**src/rtl/divider_pkg.sv**
```systemverilog
// Shared types for the iterative divider.
// div_state_t : controller states used by iter_divider.
package divider_pkg;

  typedef enum logic [1:0] {
    IDLE,
    CALC,
    FIX,
    DONE
  } div_state_t;

endpackage

```
**src/rtl/div_step.sv**
```systemverilog
// One iteration of a radix-2 restoring divider (purely combinational).
// Ports:
//   part_rem  - partial remainder entering this iteration (WIDTH+1 bits)
//   next_bit  - next dividend bit shifted into the remainder
//   divisor   - magnitude of the divisor
//   new_rem   - partial remainder leaving this iteration
//   q_bit     - quotient bit produced by this iteration
module div_step #(
  parameter int WIDTH = 16
) (
  input  logic [WIDTH:0]   part_rem,
  input  logic             next_bit,
  input  logic [WIDTH-1:0] divisor,
  output logic [WIDTH:0]   new_rem,
  output logic             q_bit
);

  logic [WIDTH+1:0] shifted;
  logic [WIDTH+1:0] trial;

  always_comb begin
    shifted = {part_rem, next_bit};
    trial   = shifted - {2'b00, divisor};
    // A clear sign bit means the divisor fit: keep the difference.
    q_bit   = ~trial[WIDTH+1];
    new_rem = q_bit ? trial[WIDTH:0] : shifted[WIDTH:0];
  end

endmodule

```
**src/rtl/iter_divider.sv**
```systemverilog
// Multi-cycle signed/unsigned integer divider, one quotient bit per clock.
// Ports:
//   clk, rst              - clock, synchronous active-high reset
//   in_valid / in_ready   - operation request handshake
//   signed_mode           - 1 = two's-complement operands, 0 = unsigned
//   dividend, divisor     - operands (WIDTH bits)
//   out_valid / out_ready - result handshake; results held while stalled
//   quotient, remainder   - results (WIDTH bits)
//   div_by_zero, overflow - divisor was zero / signed MIN / -1
module iter_divider
  import divider_pkg::*;
#(
  parameter int WIDTH = 16
) (
  input  logic             clk,
  input  logic             rst,
  input  logic             in_valid,
  output logic             in_ready,
  input  logic             signed_mode,
  input  logic [WIDTH-1:0] dividend,
  input  logic [WIDTH-1:0] divisor,
  output logic             out_valid,
  input  logic             out_ready,
  output logic [WIDTH-1:0] quotient,
  output logic [WIDTH-1:0] remainder,
  output logic             div_by_zero,
  output logic             overflow
);

  localparam int CNT_W = $clog2(WIDTH + 1);
  localparam logic [WIDTH-1:0] MIN_VAL = {1'b1, {(WIDTH-1){1'b0}}};

  function automatic logic [WIDTH-1:0] abs_val(input logic [WIDTH-1:0] value,
                                               input logic             sgn);
    return (sgn && value[WIDTH-1]) ? -value : value;
  endfunction

  div_state_t       state;
  logic [CNT_W-1:0] cnt;
  logic [WIDTH:0]   rem_r;
  // Holds the dividend magnitude; quotient bits shift in from the bottom as
  // dividend bits leave from the top, so after WIDTH steps it is the quotient.
  logic [WIDTH-1:0] work_r;
  logic [WIDTH-1:0] dsr_r;
  logic             q_neg;
  logic             r_neg;

  logic [WIDTH:0]   step_rem;
  logic             step_q;

  div_step #(.WIDTH(WIDTH)) u_step (
    .part_rem (rem_r),
    .next_bit (work_r[WIDTH-1]),
    .divisor  (dsr_r),
    .new_rem  (step_rem),
    .q_bit    (step_q)
  );

  always_ff @(posedge clk) begin
    if (rst) begin
      state       <= IDLE;
      in_ready    <= 1'b1;
      out_valid   <= 1'b0;
      quotient    <= '0;
      remainder   <= '0;
      div_by_zero <= 1'b0;
      overflow    <= 1'b0;
      cnt         <= '0;
      rem_r       <= '0;
      work_r      <= '0;
      dsr_r       <= '0;
      q_neg       <= 1'b0;
      r_neg       <= 1'b0;
    end else begin
      case (state)
        IDLE: begin
          if (in_valid) begin
            in_ready    <= 1'b0;
            div_by_zero <= 1'b0;
            overflow    <= 1'b0;
            if (divisor == '0) begin
              quotient    <= '1;
              remainder   <= dividend;
              div_by_zero <= 1'b1;
              out_valid   <= 1'b1;
              state       <= DONE;
            end else if (signed_mode && dividend == MIN_VAL && divisor == '1) begin
              quotient  <= MIN_VAL;
              remainder <= '0;
              overflow  <= 1'b1;
              out_valid <= 1'b1;
              state     <= DONE;
            end else begin
              work_r <= abs_val(dividend, signed_mode);
              dsr_r  <= abs_val(divisor, signed_mode);
              q_neg  <= signed_mode & (dividend[WIDTH-1] ^ divisor[WIDTH-1]);
              r_neg  <= signed_mode & dividend[WIDTH-1];
              rem_r  <= '0;
              cnt    <= CNT_W'(WIDTH);
              state  <= CALC;
            end
          end
        end
        CALC: begin
          rem_r  <= step_rem;
          work_r <= {work_r[WIDTH-2:0], step_q};
          cnt    <= cnt - 1'b1;
          if (cnt == CNT_W'(1)) begin
            state <= FIX;
          end
        end
        FIX: begin
          quotient  <= q_neg ? -work_r : work_r;
          remainder <= r_neg ? -rem_r[WIDTH-1:0] : rem_r[WIDTH-1:0];
          out_valid <= 1'b1;
          state     <= DONE;
        end
        DONE: begin
          if (out_ready) begin
            out_valid <= 1'b0;
            in_ready  <= 1'b1;
            state     <= IDLE;
          end
        end
        default: begin
          state     <= IDLE;
          in_ready  <= 1'b1;
          out_valid <= 1'b0;
        end
      endcase
    end
  end

endmodule

```
**config.mk**
```make
export PLATFORM = sky130hd
export DESIGN_NAME = iter_divider
export DESIGN_NICKNAME = d
export VERILOG_FILES = /design/src/rtl/divider_pkg.sv /design/src/rtl/div_step.sv /design/src/rtl/iter_divider.sv
export SDC_FILE = /design/constraint.sdc
export NUM_CORES = 1
export LEC_CHECK = 0
export CAP_MARGIN = 20
export CORE_UTILIZATION = 58
export DETAILED_ROUTE_END_ITERATION = 8
export DONT_BUFFER_PORTS = 1
export PLACE_DENSITY = 0.74
export SLEW_MARGIN = 0
export SYNTH_ARGS = -nofsm -noshare
export SYNTH_HDL_FRONTEND = slang
export SYNTH_SLANG_ARGS = --single-unit
```
**constraint.sdc**
```tcl
create_clock -name clk -period 6.7 [get_ports clk]
set_input_delay 0.67 -clock clk [delete_from_list [all_inputs] [get_ports clk]]
set_output_delay 0.67 -clock clk [all_outputs]
set_load 0.005 [all_outputs]
```
**Word-level counts from Yosys, hierarchy flattened**

Index checks and enable logic that the tools add are counted.
W data, S select, Z words.

- Flip-flop bits (word level): 94
- Output and inout port bits: 36
- Logic and storage cells: 96

- Add/sub/neg operators: 6
- Eq/ne operators: 12
- Multiplexer cells: 42
- Bitwise operators: 6
- Reduce and logical (&&, ||, !) cells: 17

Operators by type and width:

| kind | count |
|---|---|
| $mux W16 | 13 |
| $pmux W16 S2 | 3 |
| $mux W17 | 4 |
| $neg A16 Y16 | 4 |
| $pmux W17 S2 | 1 |
| $eq A16 B16 Y1 const B | 2 |
| $sub A18 B16 Y18 | 1 |
| $logic_not A16 Y1 | 1 |
| $mux W5 | 3 |
| $reduce_and A4 Y1 | 3 |
| $mux W2 | 5 |
| $ne A2 B2 Y1 const B | 5 |
| $pmux W5 S2 | 1 |
| $mux W1 | 9 |
| $reduce_and A3 Y1 | 3 |
| $pmux W2 S4 | 1 |
| $reduce_bool A2 Y1 | 3 |
| $eq A5 B1 Y1 const B | 1 |
| $sub A5 B1 Y5 const B | 1 |
| $eq A2 B2 Y1 const B | 2 |
| $logic_and A1 B1 Y1 | 4 |
| $ne A3 B3 Y1 const B | 1 |
| $not A1 Y1 | 3 |
| $pmux W1 S3 | 1 |
| other kinds (7) | 8 |

**Longest topological paths before layout**

Gate-level depths: netlist of run 1.

- Depth in word-level cells: 7
- Depth in mapped cells: 11
- Depth with buffers taken out: 11

**Cells and area by module**

From an unflattened synthesis of run 1, not the netlist that was laid out.

- Cell total of the unflattened synthesis: 826
- Area, all modules: 6538.8 um^2

Modules (own cells, without submodules):

| module | times used | cells an instance | area each (um^2) |
|---|---|---|---|
| iter_divider | 1 | 677 | 5392.7 |
| div_step | 1 | 149 | 1146.1 |

**Least setup slack after synthesis of run 1**

OpenSTA, ideal clock, no wires.

- Path kind: input -> register
- Start point: in divisor[10]
- End point: reg quotient[0]
- Library setup time: 0.132 ns
- Arrival: 2.599 ns
- Required time: 6.568 ns
- Slack: 3.969 ns
- Cell stages on the path: 8
- Path through: or4_1 > or4_4 > and2_4 > o31a_1 > buf_6 > buf_6 > a211oi_2 > nor3_1

- Word-level cells in the longest chain between the ends: 4
- Elaborated cells between the ends (all ways): 8
- Those cells by class: 2 x eq/ne; 3 x mux; 3 x reduce/logical

Ends and longest elaborated chain:

| what | line | text |
|---|---|---|
| from (decl) | iter_divider.sv:21 | `input logic [WIDTH-1:0] divisor,` |
| $eq A16 B16 Y1 or $logic_not A16 Y1 (tied branches) | iter_divider.sv:87, iter_divider.sv:81 |  |
| $logic_and A1 B1 Y1 or $mux W16 (tied branches) | iter_divider.sv:87, iter_divider.sv:81 |  |
| $ne A3 B3 Y1 (no line) or $mux W16 (tied branches) | - |  |
| $reduce_and A3 Y1 (no line) or $pmux W16 S2 (tied branches) | - |  |
| to (signal assigned) | iter_divider.sv:113 | `quotient <= q_neg ? -work_r : work_r;` |
| to (decl) | iter_divider.sv:24 | `output logic [WIDTH-1:0] quotient,` |

Parallel ways exist; a longest one is shown, timed or not. The select of a mux whose other input is x is not followed.
A chain may end at the register's enable or synchronous reset.

**Worst setup path after layout of run 1**

- Start point: in dividend[0]
- End point: reg rem_r[11]

- Word-level cells in the longest chain between the ends: 5

Ends and longest elaborated chain:

| what | line | text |
|---|---|---|
| from (decl) | iter_divider.sv:20 | `input logic [WIDTH-1:0] dividend,` |
| $eq A16 B16 Y1 | iter_divider.sv:87 | `end else if (signed_mode && dividend == MIN_VAL && divisor == '1) begin` |
| $logic_and A1 B1 Y1 (2 in series) | iter_divider.sv:87 |  |
| $ne A2 B2 Y1 (no line) | - |  |
| $reduce_and A4 Y1 (no line) | - |  |
| to (signal assigned) | iter_divider.sv:105 | `rem_r <= step_rem;` |
| to (decl) | iter_divider.sv:40 | `logic [WIDTH:0] rem_r;` |

Every way passes these cells.

==> results of run 1 <==
through the flow:
step	hold WS (ns)	cells
floorplan	0.446	781
global route	0.341	899
CTS	0.347	896
global placement	0.453	881
detailed placement	0.456	881
finish	0.356	899
worst min path at each step:
stage                                        start  slack, ns                         to  depth (start not counted)
after floorplan             dsr_r[15]$_SDFFE_PP0P_       0.45     dsr_r[15]$_SDFFE_PP0P_                          2
after global placement      dsr_r[15]$_SDFFE_PP0P_       0.45     dsr_r[15]$_SDFFE_PP0P_                          2
after detailed placement  quotient[6]$_SDFFE_PP0P_       0.46   quotient[6]$_SDFFE_PP0P_                          2
after CTS                                      rst       0.35   quotient[1]$_SDFFE_PP0P_                          1
after global routing                           rst       0.34  quotient[13]$_SDFFE_PP0P_                          1
final                                          rst       0.36   quotient[1]$_SDFFE_PP0P_                          1
flip-flops by register name, indices dropped and copies added (netlist names):
register and flops:
cnt 5, div_by_zero 1, dsr_r 16, in_ready 1, out_valid 1, overflow 1
q_neg 1, quotient 16, r_neg 1, rem_r 17, remainder 16, state 2
work_r 16
logic make-up (layout without fill, tap and decap cells):
group           Yosys count  after routing
compound gates          198            198
xor+xnor                 68             68
fa+ha+maj                28             28
buf+inv                  79             61
flops                    94             94
mux                      31             31
simple gates            283            283
power by group through the flow:
stage               Combinational, mW  Clock (mW)  Sequential (mW)
CTS                             0.983       0.398            0.770
floorplan                       0.825           0            0.748
global route                     1.13       0.427            0.791
finish                           1.02       0.399            0.772
global placement                0.956           0            0.778
detailed placement              0.977           0            0.783
cell usage after synthesis (all sizes together) (5+ instances only):
library cell  instances  share of area, %
dfxtp                94                30
xnor2                47               6.7
ha                   27               5.4
or3                  12               1.2
mux2i                31               5.0
nand3                 9              0.72
xor2                 21               3.0
nor3                 28               2.3
nand2b                8              0.80
a211oi               28               3.5
a31oi                 6              0.60
nand2                83               5.0
o21ai                44               3.5
and3                  5              0.50
a221oi               13               2.3
a21oi                51               4.3
nor2                 94               5.7
and2                  8              0.84
nor2b                 7              0.70
clkbuf               29               1.8
o41ai                 7              0.98
nand4                 6              0.60
buf                  13               1.6
inv                  37               2.2
o31ai                12               1.7
a311oi                7              0.98
cells in the final DEF (no fill, tap or decap), types with 4 or more instances in the layout:
cell | Yosys | routed
nor3_1 | 28 | 28
a211oi_1 | 26 | 26
dfxtp_1 | 94 | 94
a221oi_2 | 5 | 5
clkbuf_8 | 0 | 10
nand2_1 | 83 | 83
nor2b_1 | 7 | 7
a21oi_1 | 50 | 50
buf_4 | 1 | 7
xnor2_1 | 46 | 46
nand2b_1 | 8 | 8
o31ai_1 | 11 | 11
xor2_1 | 21 | 21
and3_1 | 5 | 5
and2_1 | 7 | 7
a221o_1 | 4 | 4
nor2_1 | 94 | 94
a221oi_1 | 8 | 8
o41ai_1 | 7 | 7
nand4_1 | 6 | 6
inv_1 | 37 | 37
o21bai_1 | 4 | 4
ha_1 | 27 | 27
nand3_1 | 9 | 9
a311oi_1 | 7 | 7
or2_2 | 4 | 4
o21ai_0 | 41 | 41
or3_1 | 12 | 12
a31oi_1 | 6 | 6
mux2i_1 | 31 | 31
final cells by class:
cell class                 count  area (um2)
fill                         933        3890
multi-input combinational    608        3990
timing repair buffer           9        95.1
clock buffer                  10         138
tap                          136         170
inverter                      37         139
clock inverter                 5        66.3
sequential                    94        1880
metal layers:
metal,global-route usage (%),up-vias,share of wire (%)
li1,-,2734,-
met1,41.0,2576,48
met2,44.5,210,43
met3,5.07,22,7.7
met4,8.33,0,1.6
met5,0,-,0
==> impl_metrics.tcl, run 1 <==
set metrics [dict create \
    status "completed" \
    dieHeight_um 106 \
    cp-start-kind "primary input" \
    final_nets 824 \
    clockRootBuffer "clkbuf_8" \
    synth_simple_gate_area_share_pct 21.6 \
    syn_avg_cell_area_um2 7.97 \
    worst_pin_slew_ns 0.973 \
    stdcell_area_mm2 0.00648 \
    synth.area.mux_share_pct 4.98 \
    ys.flop_type "dfxtp_1" \
    r2r-end "rem_r[11]$_SDFFE_PP0P_" \
    postLayoutSetupSlackWorst_ns 3.09 \
    n_antenna_cell 0 \
    switching_share_pct 41.9 \
    cts_buffers 9 \
    netlist_area_mm2 0.00622 \
    synthAdderAreaFrac_pct 5.75 \
    critPathRequiredTime_ns 6.95 \
    drv_cap 0 \
    vias 5542 \
    period_share_pct 53.9 \
    synth_cell_types 66 \
    crit_path_end "rem_r[11]$_SDFFE_PP0P_" \
    critPathArrivalTime_ns 3.87 \
    path_delay_family "simple AND/OR/NAND/NOR gates" \
    slowest_delay_ns 0.86 \
    ios 73 \
    rsz0062_at_grt "false" \
    placementRows 37 \
    synth_xor_area_share_pct 9.69 \
    grt_pass1_vias 5251 \
    syn_inst 781 \
    grt_max_degree 81 \
    die_area_mm2 0.0112 \
    crit_fanout 28 \
    ir_worst_vdd_mv 0.228 \
    area_delta_synth_final_pct 4.14 \
    skew_ns 0.0182 \
    net-switching-power_mw 0.917 \
    routed_wl_mm 15.8 \
    grt_overflow 0 \
    startpoint "dividend[0]" \
    cp-end-kind "flip-flop" \
    wl_per_cell_um 17.6 \
    pre_cts_ws_ns 2.70 \
    hold_path.class "primary input to flip-flop" \
    yosysWarnings 0 \
    io_buffers 0 \
    drtAntennaViolNets 0 \
    path_buf_inv 1 \
    synth_compound_area_share_pct 22.1 \
    clock_power_share_pct 18.2 \
    synth_seq_cells 94 \
    max-clock-path-buffers 2 \
    die_x_um 106 \
    path_class "primary input to flip-flop" \
    crit_path_top_delay_cell "a21oi_4" \
    path_depth 9 \
    r2r-start "rem_r[11]$_SDFFE_PP0P_" \
    rr_worst_depth 9 \
    hpwl_mm 11.8 \
    htree_levels 3 \
    synth_edf_count 0 \
    cts_tree "yes" \
    setup_viol 0 \
    postCtsSetupBuffers 0 \
    antenna_found_initial 0 \
    async_reset_ff_share_pct 0 \
    insertion_delay_ns 0.37 \
    powerDensity_mw_per_mm2 338 \
    clock.fmax_mhz 277 \
    firstDrtPassIters 5 \
    leakage_nw 2.48 \
    placed_cell_area_mm2 0.00623 \
    hold_buffers 0 \
    drive_gt1_share_pct 6.03 \
    synth_top_family_by_area "compound AO/OA/AOI/OAI gates" \
    total_power_mw 2.19 \
    grt_first_pass_wirelength_mm 26.0 \
    p_int_mw 1.27 \
    yosysSeqAreaShare_pct 30.2 \
    r2r_slack_ns 3.37 \
    clkTransAtPathRegs_ns 0.10 \
    tns_ns 0 \
    drc 0 \
    synth_nets 846 \
    drt-initial-drc-count 423 \
    min_period_ns 3.61 \
    worstPathCellList "inv_1 > ha_1 > nor2b_1 > and3_1 > nand4_1 > a21oi_4 > or3b_1 > nor2_1 > a221o_1" \
    utilization_pct 62.5 \
    clock-sinks 94 \
    combPwrFrac_pct 46.5 \
    hold_viol 0 \
    p_seq_share_pct 35.3 \
    finalMaxSlewViolations 0 \
    slew_headroom_pct 35.0 \
    gp_congestion 0.870 \
    routed_via_density 6.16 \
    ctsResizeCount 0 \
    coreArea_mm2 0.0104 \
    grt_usage_pct 28.8 \
    start_util_pct 60.0 \
]
No activity file was read; power rests on OpenSTA's default activity.
==> run 2, diff against run 1 <==
Settings changed: PLACE_DENSITY 0.74 to 0.76.
Clock period 6.7 ns to 3.1 ns, I/O delays scaled along.
==> impl_metrics.tcl, run 2 (synthesis results as in run 1) <==
set metrics [dict create \
    status "completed" \
    area_delta_synth_final_pct 6.31 \
    wl_per_cell_um 17.8 \
    min_period_ns 2.82 \
    nFillCells 946 \
    clock.fmax_mhz 355 \
    drv_cap 0 \
    insertion_delay_ns 0.37 \
    grt_overflow 0 \
    postCtsSetupBuffers 0 \
    drt-met1-wl_mm 7.18 \
    routed_wl_mm 16.3 \
    grt_usage_pct 29.9 \
    gp_congestion 0.850 \
    crit_fanout 7 \
    hpwl_mm 12.2 \
    period_share_pct 91.0 \
    place_inst 900 \
    ctsResizeCount 0 \
    die_x_um 106 \
    cts_buffers 9 \
    ir_worst_vdd_mv 0.607 \
    antenna_found_initial 0 \
    wl_met3_mm 1.68 \
    layout_common_cells "nor2_1, dfxtp_1, nand2_1" \
    io_buffers 0 \
    dieHeight_um 106 \
    hold_path.class "primary input to flip-flop" \
    grt_first_pass_wirelength_mm 26.8 \
    cp-start-kind "flip-flop" \
    final_nets 844 \
    drt-initial-drc-count 555 \
    p_seq_share_pct 34.9 \
    rsz0062_at_grt "false" \
    combPwrFrac_pct 47.0 \
    worst_pin_slew_ns 0.969 \
    drtAntennaViolNets 0 \
    skew_ns 0.0140 \
    setup_viol 0 \
    placementRows 37 \
    tns_ns 0 \
    start_util_pct 60.0 \
    critPathArrivalTime_ns 3.07 \
    clkTransAtPathRegs_ns 0.09 \
    vias 5679 \
    final_cells 919 \
    leakage_nw 2.57 \
    clock_power_share_pct 18.1 \
    coreArea_mm2 0.0104 \
    n_antenna_cell 0 \
    die_area_mm2 0.0112 \
    ios 73 \
    grt_max_degree 72 \
    clockRootBuffer "clkbuf_8" \
    wl_met2_mm 7.04 \
    critPathRequiredTime_ns 3.35 \
    drive_gt1_share_pct 7.92 \
    postLayoutSetupSlackWorst_ns 0.280 \
    path_class "flip-flop to flip-flop" \
    net-switching-power_mw 1.98 \
    cts_tree "yes" \
    powerDensity_mw_per_mm2 721 \
    finalMaxSlewViolations 0 \
    max-clock-path-buffers 2 \
    multiInputGateArea_mm2 0.00399 \
    largest_reg_flops 17 \
    topRoutingLayerUsed "met4" \
    slew_headroom_pct 35.4 \
    htree_levels 3 \
    hold_viol 0 \
    switching_share_pct 41.6 \
    pre_cts_ws_ns 0.282 \
    p_int_mw 2.79 \
    firstDrtPassIters 5 \
    routed_via_density 6.18 \
    area.sequential_mm2 0.00188 \
    clock-sinks 94 \
    cp-end-kind "flip-flop" \
    drc 0 \
    grt_pass1_vias 5554 \
    top_register "rem_r" \
]
[run 2: path summary, 6_finish.rpt]
kind | start | endpoint | slack, ns | cells past startpoint
worst max register to register | dsr_r[12]$_SDFFE_PP0P_ | rem_r[11]$_SDFFE_PP0P_ | 0.28 | 10
worst min-delay path | rst | work_r[2]$_SDFFE_PP0P_ | 0.02 | 1
worst max-delay path | dsr_r[12]$_SDFFE_PP0P_ | rem_r[11]$_SDFFE_PP0P_ | 0.28 | 10
worst min register to register | dsr_r[15]$_SDFFE_PP0P_ | dsr_r[15]$_SDFFE_PP0P_ | 0.47 | 2
[run 2: power by group through the flow]
| stage | Clock, mW | Combinational (mW) | Sequential (mW) |
|---|---|---|---|
| floorplan | 0 | 1.78 | 1.62 |
| global placement | 0 | 2.14 | 1.67 |
| detailed placement | 0 | 2.19 | 1.69 |
| CTS | 0.879 | 2.21 | 1.66 |
| global route | 0.922 | 2.48 | 1.70 |
| finish | 0.863 | 2.24 | 1.66 |
[run 2: metrics by stage]
step	instance area (um2)	power, mW	util [%]	hold slack, ns
after global placement	6370	3.81	61.4	0.385
after global routing	6620	5.10	63.8	0.00333
after CTS	6600	4.75	63.6	0.00269
final	6620	4.77	63.8	0.0176
after floorplan	6220	3.40	-	0.426
after detailed placement	6370	3.88	61.4	0.387
[run 2: final cells by class]
class | instances | share of cell area [%]
clock buffers | 11 | 2.29
well taps | 136 | 2.57
clock inverters | 4 | 0.832
multi-input cells | 608 | 60.3
inverters | 37 | 2.10
repair buffers | 29 | 3.44
flip-flops and latches | 94 | 28.4
[run 2: worst max-delay path, stage by stage, from the launching register on]
cell and delay [ns]:
dfxtp_1 0.34, inv_1 0.05, ha_1 0.38, a21oi_1 0.27, o21ai_0 0.17, a2111oi_0 0.48, o211a_1 0.29, xnor2_2 0.12
buf_4 0.19, and2_1 0.16, a221o_1 0.28
[run 2: timing repair]
| action | 4_1_cts | 5_1_grt |
|---|---|---|
| hold endpoints to repair | 10 | 2 |
| hold buffers | 2 | 2 |
| endpoints found under the setup margin | 0 | 0 |
[run 2: per-layer routing]
metal	GRT usage (%)	vias to the layer above
met5	0	-
met4	10.7	0
met3	8.16	36
met2	45.5	250
met1	40.6	2611
li1	-	2782
